**src/rtl/qpu_trigger_unit_pkg.sv**
```systemverilog
// Shared types and defaults for the QPU trigger unit.
// Event word layout: {timestamp, codeword}, codeword in the low bits.
package qpu_trigger_unit_pkg;

  localparam int DEF_EVENT_NUM  = 4;
  localparam int DEF_TIME_W     = 16;
  localparam int DEF_CW_W       = 8;
  localparam int DEF_FIFO_DEPTH = 4;

  localparam int CW_LSB = 0;

  typedef enum logic {
    ST_WAIT  = 1'b0,
    ST_ISSUE = 1'b1
  } trig_state_e;

  function automatic int ts_lsb(int cw_w);
    return CW_LSB + cw_w;
  endfunction

endpackage

```
**src/rtl/qpu_trigger_unit_if.sv**
```systemverilog
// EXU-side / AWG-side / status bundle of the QPU trigger unit.
// slave = trigger unit, master = EXU/back-end side.
interface qpu_trigger_unit_if #(
  parameter int EVENT_NUM = 4,
  parameter int TIME_W    = 16,
  parameter int CW_W      = 8
);
  logic                                 exu_i_clk_ena;
  logic [TIME_W-1:0]                    exu_o_clk;
  logic [EVENT_NUM-1:0]                 exu_i_valid;
  logic [EVENT_NUM*(TIME_W+CW_W)-1:0]   exu_i_data;
  logic [EVENT_NUM-1:0]                 awg_o_valid;
  logic [EVENT_NUM*CW_W-1:0]            awg_o_data;
  logic                                 stat_i_clr;
  logic [EVENT_NUM-1:0]                 stat_o_ovf;
  logic [EVENT_NUM-1:0]                 stat_o_late;
  logic                                 busy_o;

  modport slave (
    input  exu_i_clk_ena, exu_i_valid,
    input  exu_i_data, stat_i_clr,
    output exu_o_clk, awg_o_valid,
    output awg_o_data, stat_o_ovf,
    output stat_o_late, busy_o
  );

  modport master (
    output exu_i_clk_ena, exu_i_valid,
    output exu_i_data, stat_i_clr,
    input  exu_o_clk, awg_o_valid,
    input  awg_o_data, stat_o_ovf,
    input  stat_o_late, busy_o
  );
endinterface

```
**src/rtl/qpu_trigger_unit_fifo.sv**
```systemverilog
// Per-slot synchronous event FIFO, pointers one bit wider than
// the address so full/empty are distinguishable.
module qpu_trigger_fifo #(
  parameter int W     = 24,
  parameter int DEPTH = 4
) (
  input  logic         clk,
  input  logic         rst_n,
  input  logic         push,
  input  logic         pop,
  input  logic [W-1:0] din,
  output logic         full,
  output logic         empty,
  output logic         nxt_ne,
  output logic [W-1:0] head
);
  localparam int AW = $clog2(DEPTH);

  logic [AW:0]  wr_q, wr_d;
  logic [AW:0]  rd_q, rd_d;
  logic [W-1:0] mem_q [DEPTH];

  always_comb begin
    wr_d = wr_q + {{AW{1'b0}}, push};
    rd_d = rd_q + {{AW{1'b0}}, pop};
  end

  assign empty  = (wr_q == rd_q);
  assign full   = (wr_q[AW] != rd_q[AW]) &&
                  (wr_q[AW-1:0] == rd_q[AW-1:0]);
  assign nxt_ne = (wr_d != rd_d);
  assign head   = mem_q[rd_q[AW-1:0]];

  always_ff @(posedge clk or negedge rst_n) begin
    if (!rst_n) begin
      wr_q  <= '0;
      rd_q  <= '0;
      mem_q <= '{default: '0};
    end else begin
      wr_q <= wr_d;
      rd_q <= rd_d;
      if (push) mem_q[wr_q[AW-1:0]] <= din;
    end
  end

endmodule

```
**src/rtl/qpu_trigger_unit.sv**
```systemverilog
// Timed event issuer: owns the QPU time counter, issues codewords on match.
// Define QPU_TRIGGER_LATE_CHECK_EN to issue late heads at once and flag them.
module qpu_trigger_unit
  import qpu_trigger_unit_pkg::*;
#(
  parameter int EVENT_NUM  = DEF_EVENT_NUM,
  parameter int TIME_W     = DEF_TIME_W,
  parameter int CW_W       = DEF_CW_W,
  parameter int FIFO_DEPTH = DEF_FIFO_DEPTH
) (
  input logic               clk,
  input logic               rst_n,
  qpu_trigger_unit_if.slave bus
);
  localparam int EW = TIME_W + CW_W;
  localparam int TS_LSB = ts_lsb(CW_W);

  logic [TIME_W-1:0]            cnt_q, cnt_d;
  logic [EVENT_NUM-1:0]         pop, full, empty, nxt_ne;
  logic [EVENT_NUM-1:0]         ovf_set, ovf_q, ovf_d;
  logic [EVENT_NUM-1:0]         vld;
  logic [EVENT_NUM-1:0][EW-1:0] head;
  logic [EVENT_NUM*CW_W-1:0]    cw_vec;
  logic                         busy_q, busy_d;

  always_comb begin
    cnt_d  = cnt_q + {{(TIME_W-1){1'b0}}, bus.exu_i_clk_ena};
    ovf_d  = (bus.stat_i_clr ? '0 : ovf_q) | ovf_set;
    busy_d = |nxt_ne;
  end

  always_ff @(posedge clk or negedge rst_n) begin
    if (!rst_n) begin
      cnt_q  <= '0;
      ovf_q  <= '0;
      busy_q <= 1'b0;
    end else begin
      cnt_q  <= cnt_d;
      ovf_q  <= ovf_d;
      busy_q <= busy_d;
    end
  end

`ifdef QPU_TRIGGER_LATE_CHECK_EN
  logic [EVENT_NUM-1:0] late_set, late_q, late_d;

  always_comb begin
    late_d = (bus.stat_i_clr ? '0 : late_q) | late_set;
  end

  always_ff @(posedge clk or negedge rst_n) begin
    if (!rst_n) late_q <= '0;
    else        late_q <= late_d;
  end

  assign bus.stat_o_late = late_q;
`else
  assign bus.stat_o_late = '0;
`endif

  for (genvar k = 0; k < EVENT_NUM; k++) begin : g_slot
    logic [TIME_W-1:0] dt;
    logic              push, is_late, hit;
    trig_state_e       st_q, st_d;
    logic [CW_W-1:0]   cw_q, cw_d;

    // a full FIFO still takes a word when its head leaves this cycle
    assign push = bus.exu_i_valid[k] && (!full[k] || hit);

    qpu_trigger_fifo #(
      .W     (EW),
      .DEPTH (FIFO_DEPTH)
    ) u_fifo (
      .clk    (clk),
      .rst_n  (rst_n),
      .push   (push),
      .pop    (pop[k]),
      .din    (bus.exu_i_data[k*EW +: EW]),
      .full   (full[k]),
      .empty  (empty[k]),
      .nxt_ne (nxt_ne[k]),
      .head   (head[k])
    );

    assign dt = head[k][TS_LSB +: TIME_W] - cnt_q;

`ifdef QPU_TRIGGER_LATE_CHECK_EN
    assign is_late     = dt[TIME_W-1];
    assign late_set[k] = hit && is_late;
`else
    assign is_late = 1'b0;
`endif

    assign hit        = !empty[k] && ((dt == '0) || is_late);
    assign pop[k]     = hit;
    assign ovf_set[k] = bus.exu_i_valid[k] && full[k] && !hit;

    always_comb begin
      st_d = ST_WAIT;
      cw_d = cw_q;
      if (hit) begin
        st_d = ST_ISSUE;
        cw_d = head[k][CW_LSB +: CW_W];
      end
    end

    always_ff @(posedge clk or negedge rst_n) begin
      if (!rst_n) begin
        st_q <= ST_WAIT;
        cw_q <= '0;
      end else begin
        st_q <= st_d;
        cw_q <= cw_d;
      end
    end

    assign vld[k] = (st_q == ST_ISSUE);
    assign cw_vec[k*CW_W +: CW_W] = cw_q;
  end

  assign bus.exu_o_clk   = cnt_q;
  assign bus.awg_o_valid = vld;
  assign bus.awg_o_data  = cw_vec;
  assign bus.stat_o_ovf  = ovf_q;
  assign bus.busy_o      = busy_q;

endmodule

```
**src/flat_wrapper.sv**
```systemverilog
// flat-port wrapper written by rule: the top's interface ports become plain ports
module qpu_trigger_unit_flat import qpu_trigger_unit_pkg::*;
#(
  parameter int EVENT_NUM  = DEF_EVENT_NUM,
  parameter int TIME_W     = DEF_TIME_W,
  parameter int CW_W       = DEF_CW_W,
  parameter int FIFO_DEPTH = DEF_FIFO_DEPTH
)
  (clk, rst_n, bus_exu_i_clk_ena, bus_exu_i_valid, bus_exu_i_data, bus_stat_i_clr, bus_exu_o_clk, bus_awg_o_valid, bus_awg_o_data, bus_stat_o_ovf, bus_stat_o_late, bus_busy_o);
  qpu_trigger_unit_if #(.EVENT_NUM(EVENT_NUM), .TIME_W(TIME_W), .CW_W(CW_W)) bus_i ();
  input logic clk;
  input logic rst_n;
  input wire logic [$bits(bus_i.exu_i_clk_ena)-1:0] bus_exu_i_clk_ena;
  input wire logic [$bits(bus_i.exu_i_valid)-1:0] bus_exu_i_valid;
  input wire logic [$bits(bus_i.exu_i_data)-1:0] bus_exu_i_data;
  input wire logic [$bits(bus_i.stat_i_clr)-1:0] bus_stat_i_clr;
  output wire logic [$bits(bus_i.exu_o_clk)-1:0] bus_exu_o_clk;
  output wire logic [$bits(bus_i.awg_o_valid)-1:0] bus_awg_o_valid;
  output wire logic [$bits(bus_i.awg_o_data)-1:0] bus_awg_o_data;
  output wire logic [$bits(bus_i.stat_o_ovf)-1:0] bus_stat_o_ovf;
  output wire logic [$bits(bus_i.stat_o_late)-1:0] bus_stat_o_late;
  output wire logic [$bits(bus_i.busy_o)-1:0] bus_busy_o;
  assign bus_i.exu_i_clk_ena = bus_exu_i_clk_ena;
  assign bus_i.exu_i_valid = bus_exu_i_valid;
  assign bus_i.exu_i_data = bus_exu_i_data;
  assign bus_i.stat_i_clr = bus_stat_i_clr;
  assign bus_exu_o_clk = bus_i.exu_o_clk;
  assign bus_awg_o_valid = bus_i.awg_o_valid;
  assign bus_awg_o_data = bus_i.awg_o_data;
  assign bus_stat_o_ovf = bus_i.stat_o_ovf;
  assign bus_stat_o_late = bus_i.stat_o_late;
  assign bus_busy_o = bus_i.busy_o;
  qpu_trigger_unit #(.EVENT_NUM(EVENT_NUM), .TIME_W(TIME_W), .CW_W(CW_W), .FIFO_DEPTH(FIFO_DEPTH)) u_core (.clk(clk), .rst_n(rst_n), .bus(bus_i));
endmodule
```
**config.mk**
```make
export PLATFORM = sky130hd
export DESIGN_NAME = qpu_trigger_unit_flat
export DESIGN_NICKNAME = d
export VERILOG_FILES = /design/src/rtl/qpu_trigger_unit_pkg.sv /design/src/rtl/qpu_trigger_unit_if.sv /design/src/rtl/qpu_trigger_unit_fifo.sv /design/src/rtl/qpu_trigger_unit.sv /design/src/flat_wrapper.sv
export SDC_FILE = /design/constraint.sdc
export NUM_CORES = 1
export LEC_CHECK = 0
export CORE_UTILIZATION = 30
export DETAILED_ROUTE_END_ITERATION = 10
export SLEW_MARGIN = 20
export SYNTH_ARGS = -nofsm -noshare
export SYNTH_HDL_FRONTEND = slang
export SYNTH_SLANG_ARGS = --single-unit
```
**constraint.sdc**
```tcl
create_clock -name clk -period 6.8 [get_ports clk]
set_input_delay 1.36 -clock clk [delete_from_list [all_inputs] [get_ports clk]]
set_output_delay 1.36 -clock clk [all_outputs]
set_load 0.03 [all_outputs]
```
==> flow_summary.yaml <==
timing:
  setup_tns_ns: 0
  period_minus_slack_ns: 5.59
  rsz0062_at_grt: "no"
  period_share_pct: 82.3
  report.final.slew_viol_count: 0
  tightest_slew_ns: 0.904
  final-setup-viol-count: 0
  maxSlewHeadroom_pct: 39.7
  fmax_mhz: 179
  hold_violations: 0
  clock_skew_ns: 0.0157
global_route:
  grt_max_degree: 179
  antenna_found_initial: 6
  grt_overflow_total: 0
  grt_first_pass_wirelength_mm: 93.7
  grt_pass1_vias: 15300
  grt_util_all_layers_pct: 15.7
cts:
  cts_sinks: 465
  cts_buffers: 54
  clk_latency_ns: 0.61
  tritoncts: "yes"
  path_clk_slew_ns: 0.06
  ctsResizeCount: 0
  cts_buffer_depth: 3
  cts_root_buf: "clkbuf_16"
  ctsHoldBuffers: 0
  htreeDepth: 2
  post_cts_buffers: 0
synthesis:
  ys_types: 82
  synthMuxAreaShare_pct: 25.5
  synth_edf_count: 0
  synth_area_leaders: "dfrtp_1 (51%), mux2_2 (14%), mux4_2 (9.5%)"
  synth_fa_ha_area_share_pct: 4.28
  ys_warn_count: 0
  synth_compound_area_share_pct: 8.39
  synth_top_family_by_area: "multiplexers"
  postSynthCellCount: 1618
  seq_area_frac_synth_pct: 51.0
  synth-async-reset-ratio_pct: 100
  syn_area_per_cell_um2: 14.1
  synth_simple_gate_area_share_pct: 5.54
  synth_area_um2: 22800
  ys_ff_latch: 465
  synth.largest_area_cell: "dfrtp_1"
  synth_ff_type: "dfrtp_1"
  synth_xor_area_share_pct: 2.69
  post-synth-top-area-fraction_pct: 51.0
floorplan:
  fp.dieH_um: 278
  initial_core_util_pct: 30.5
  num_io_pins: 165
  die_x_um: 278
  die_area_um2: 77200
  fp.coreArea_um2: 74800
  placementRows: 100
placement:
  gp_congestion: 0.858
  dp_hpwl_mm: 39.6
  io_buffers: 160
setup_path:
  worstSetupStartpointType: "register"
  cp_max_fo: 16
  path_class: "reg2reg"
  worstRegToRegCells: 16
  end_kind: "register"
  cp.arrival_ns: 6.07
  worstPathRequired_ns: 7.28
routing:
  drc_errors: 0
  final_antenna_net_count: 0
  first_pass_iters: 5
  num_vias: 14400
  via_per_inst: 5.16
  drt-total-wl_mm: 60.3
  drt-wirelength-per-cell_um: 21.6
  first_iter_violations: 835
run_status:
  outcome: "finished, final reports clean"
power_and_ir_drop:
  ir_drop_mv: 0.188
  power_density_nw_per_um2: 458
  p_leak_nw: 11.3
finish:
  drive_gt1_share_pct: 29.7
  finish.utilization_pct: 36.5
  area_delta_synth_final_pct: 19.6
  nNetsFinal: 1968
  antenna_cells: 0
min_path:
  hold-path-cell-count: 2
  hold_path.class: "reg2reg"
job:
  maxCapViolations: 0
==> power breakdown <==
part           leakage (nW)  internal [mW]  switching (mW)
Sequential             5.68           4.00           0.686
Clock                 0.871           1.78            1.17
Combinational          4.77           2.52            2.33
Total                  11.3           8.29            4.19
==> state kept, by name (all words and copies together), names as in the netlist <==
signal / count
u_core.bus.exu_o_clk: 16
u_core.g_slot.cw_q: 32
u_core.g_slot.u_fifo.wr_q: 12
u_core.bus.busy_o: 1
u_core.bus.stat_o_ovf: 4
u_core.g_slot.st_q: 4
u_core.g_slot.u_fifo.rd_q: 12
u_core.g_slot.u_fifo.mem_q: 384
==> placed cells by master (no fill, tap or decap), types with 5 or more instances in the layout <==
master / netlist / routed
nor2b_1: 12 / 12
clkbuf_16: 0 / 54
mux4_2: 96 / 96
and2_1: 7 / 7
nand4_1: 7 / 7
a211oi_1: 7 / 7
nor2_1: 29 / 29
clkinv_2: 0 / 8
dfrtp_1: 465 / 464
mux2_1: 14 / 14
clkbuf_1: 24 / 10
nor4_1: 5 / 5
a311o_1: 5 / 5
nand3_1: 25 / 25
a21oi_1: 23 / 23
and3_1: 10 / 10
a21o_1: 9 / 9
o21ai_0: 11 / 11
xnor2_1: 46 / 46
inv_1: 34 / 34
o2111ai_2: 5 / 5
xor2_1: 24 / 24
nand2_1: 87 / 84
bufinv_16: 0 / 7
nand2b_1: 8 / 8
o21a_1: 10 / 10
clkbuf_8: 0 / 6
mux2_4: 20 / 20
ha_1: 78 / 78
o2bb2ai_1: 98 / 98
nor3_1: 22 / 22
mux2_2: 280 / 280
buf_4: 19 / 31
clkdlybuf4s50_1: 0 / 159
==> logic make-up (layout without fill, tap and decap cells) <==
logic type | Yosys count | count (layout)
flip-flops | 465 | 465
multiplexers | 414 | 414
other | 1 | 4
adder cells (fa/ha/maj) | 78 | 78
XOR/XNOR | 70 | 70
buffers and inverters | 119 | 321
AO/OA/AOI/OAI | 227 | 227
AND/OR/NAND/NOR | 244 | 244
==> area by class of cell <==
class / instances / area [µm²]
multi-input cells: 1037 / 10600
fillers: 7080 / 47500
clock buffers: 70 / 1470
clock inverters: 23 / 323
inverters: 34 / 128
repair buffers: 194 / 1910
well taps: 969 / 1210
flip-flops and latches: 465 / 11600
==> through the flow <==
stage	hold WS [ns]	instances	setup WS, ns	total power [mW]	cell area, µm²
4_1_cts	0.468	2791	1.20	12.6	27300
6_report	0.462	2792	1.21	12.5	27300
2_1_floorplan	0.451	1621	0.923	8.23	22800
5_1_grt	0.500	2792	0.884	13.3	27300
3_5_place_dp	0.455	2698	1.25	9.56	25500
3_3_place_gp	0.452	2698	1.34	9.33	25500
==> worst max-delay path, stage by stage, from the launching register on <==
cell and delay [ns]:
dfrtp_1 0.93, mux4_2 0.43, ha_1 0.30, nor2b_1 0.15, o31a_1 0.30, a221oi_1 0.56
o21ai_0 0.26, a221o_1 0.35, mux2i_1 0.16, o21ai_1 0.62, and2_1 0.23, ha_1 0.15
ha_1 0.15, xor2_1 0.23, xnor2_1 0.20, nand4_1 0.10, or3_1 0.32
==> worst paths after layout <==
path | to | slack [ns] | start
max reg2reg | u_core.bus.busy_o$_DFF_PN0_ | 1.21 | u_core.g_slot[2].u_fifo.rd_q[1]$_DFF_PN0_
min reg2reg | u_core.g_slot[2].cw_q[2]$_DFFE_PN0P_ | 0.46 | u_core.g_slot[2].cw_q[2]$_DFFE_PN0P_
min | u_core.g_slot[2].cw_q[2]$_DFFE_PN0P_ | 0.46 | u_core.g_slot[2].cw_q[2]$_DFFE_PN0P_
max in group asynchronous | u_core.g_slot[0].cw_q[6]$_DFFE_PN0P_ | 4.51 | rst_n
min in group asynchronous | u_core.g_slot[2].u_fifo.mem_q[77]$_DFFE_PN0P_ | 0.78 | rst_n
max | u_core.bus.busy_o$_DFF_PN0_ | 1.21 | u_core.g_slot[2].u_fifo.rd_q[1]$_DFF_PN0_
==> synthesized netlist by cell type, types with 9 or more instances <==
| cell | number |
|---|---|
| o2bb2ai_1 | 98 |
| ha_1 | 78 |
| mux4_2 | 96 |
| mux2_1 | 14 |
| mux2_2 | 280 |
| clkbuf_1 | 24 |
| and3_1 | 10 |
| inv_1 | 34 |
| nand2_1 | 87 |
| buf_1 | 10 |
| mux2_4 | 20 |
| dfrtp_1 | 465 |
| buf_2 | 29 |
| nor2b_1 | 12 |
| o21ai_0 | 11 |
| nor2_1 | 29 |
| a21o_1 | 9 |
| xnor2_1 | 46 |
| a21oi_1 | 23 |
| o21a_1 | 10 |
| buf_4 | 19 |
| nor3_1 | 22 |
| nand3_1 | 25 |
| xor2_1 | 24 |
==> layer usage <==
metal	track usage, %	share of wire (%)	wire [µm]	up-vias
met5	0	0.085	51	-
met4	4.39	2.2	1350	8
met3	3.52	5.5	3340	100
met2	24.8	46	27900	347
met1	21.6	46	27600	7531
li1	-	-	-	6433
No activity file was read; power rests on OpenSTA's default activity.
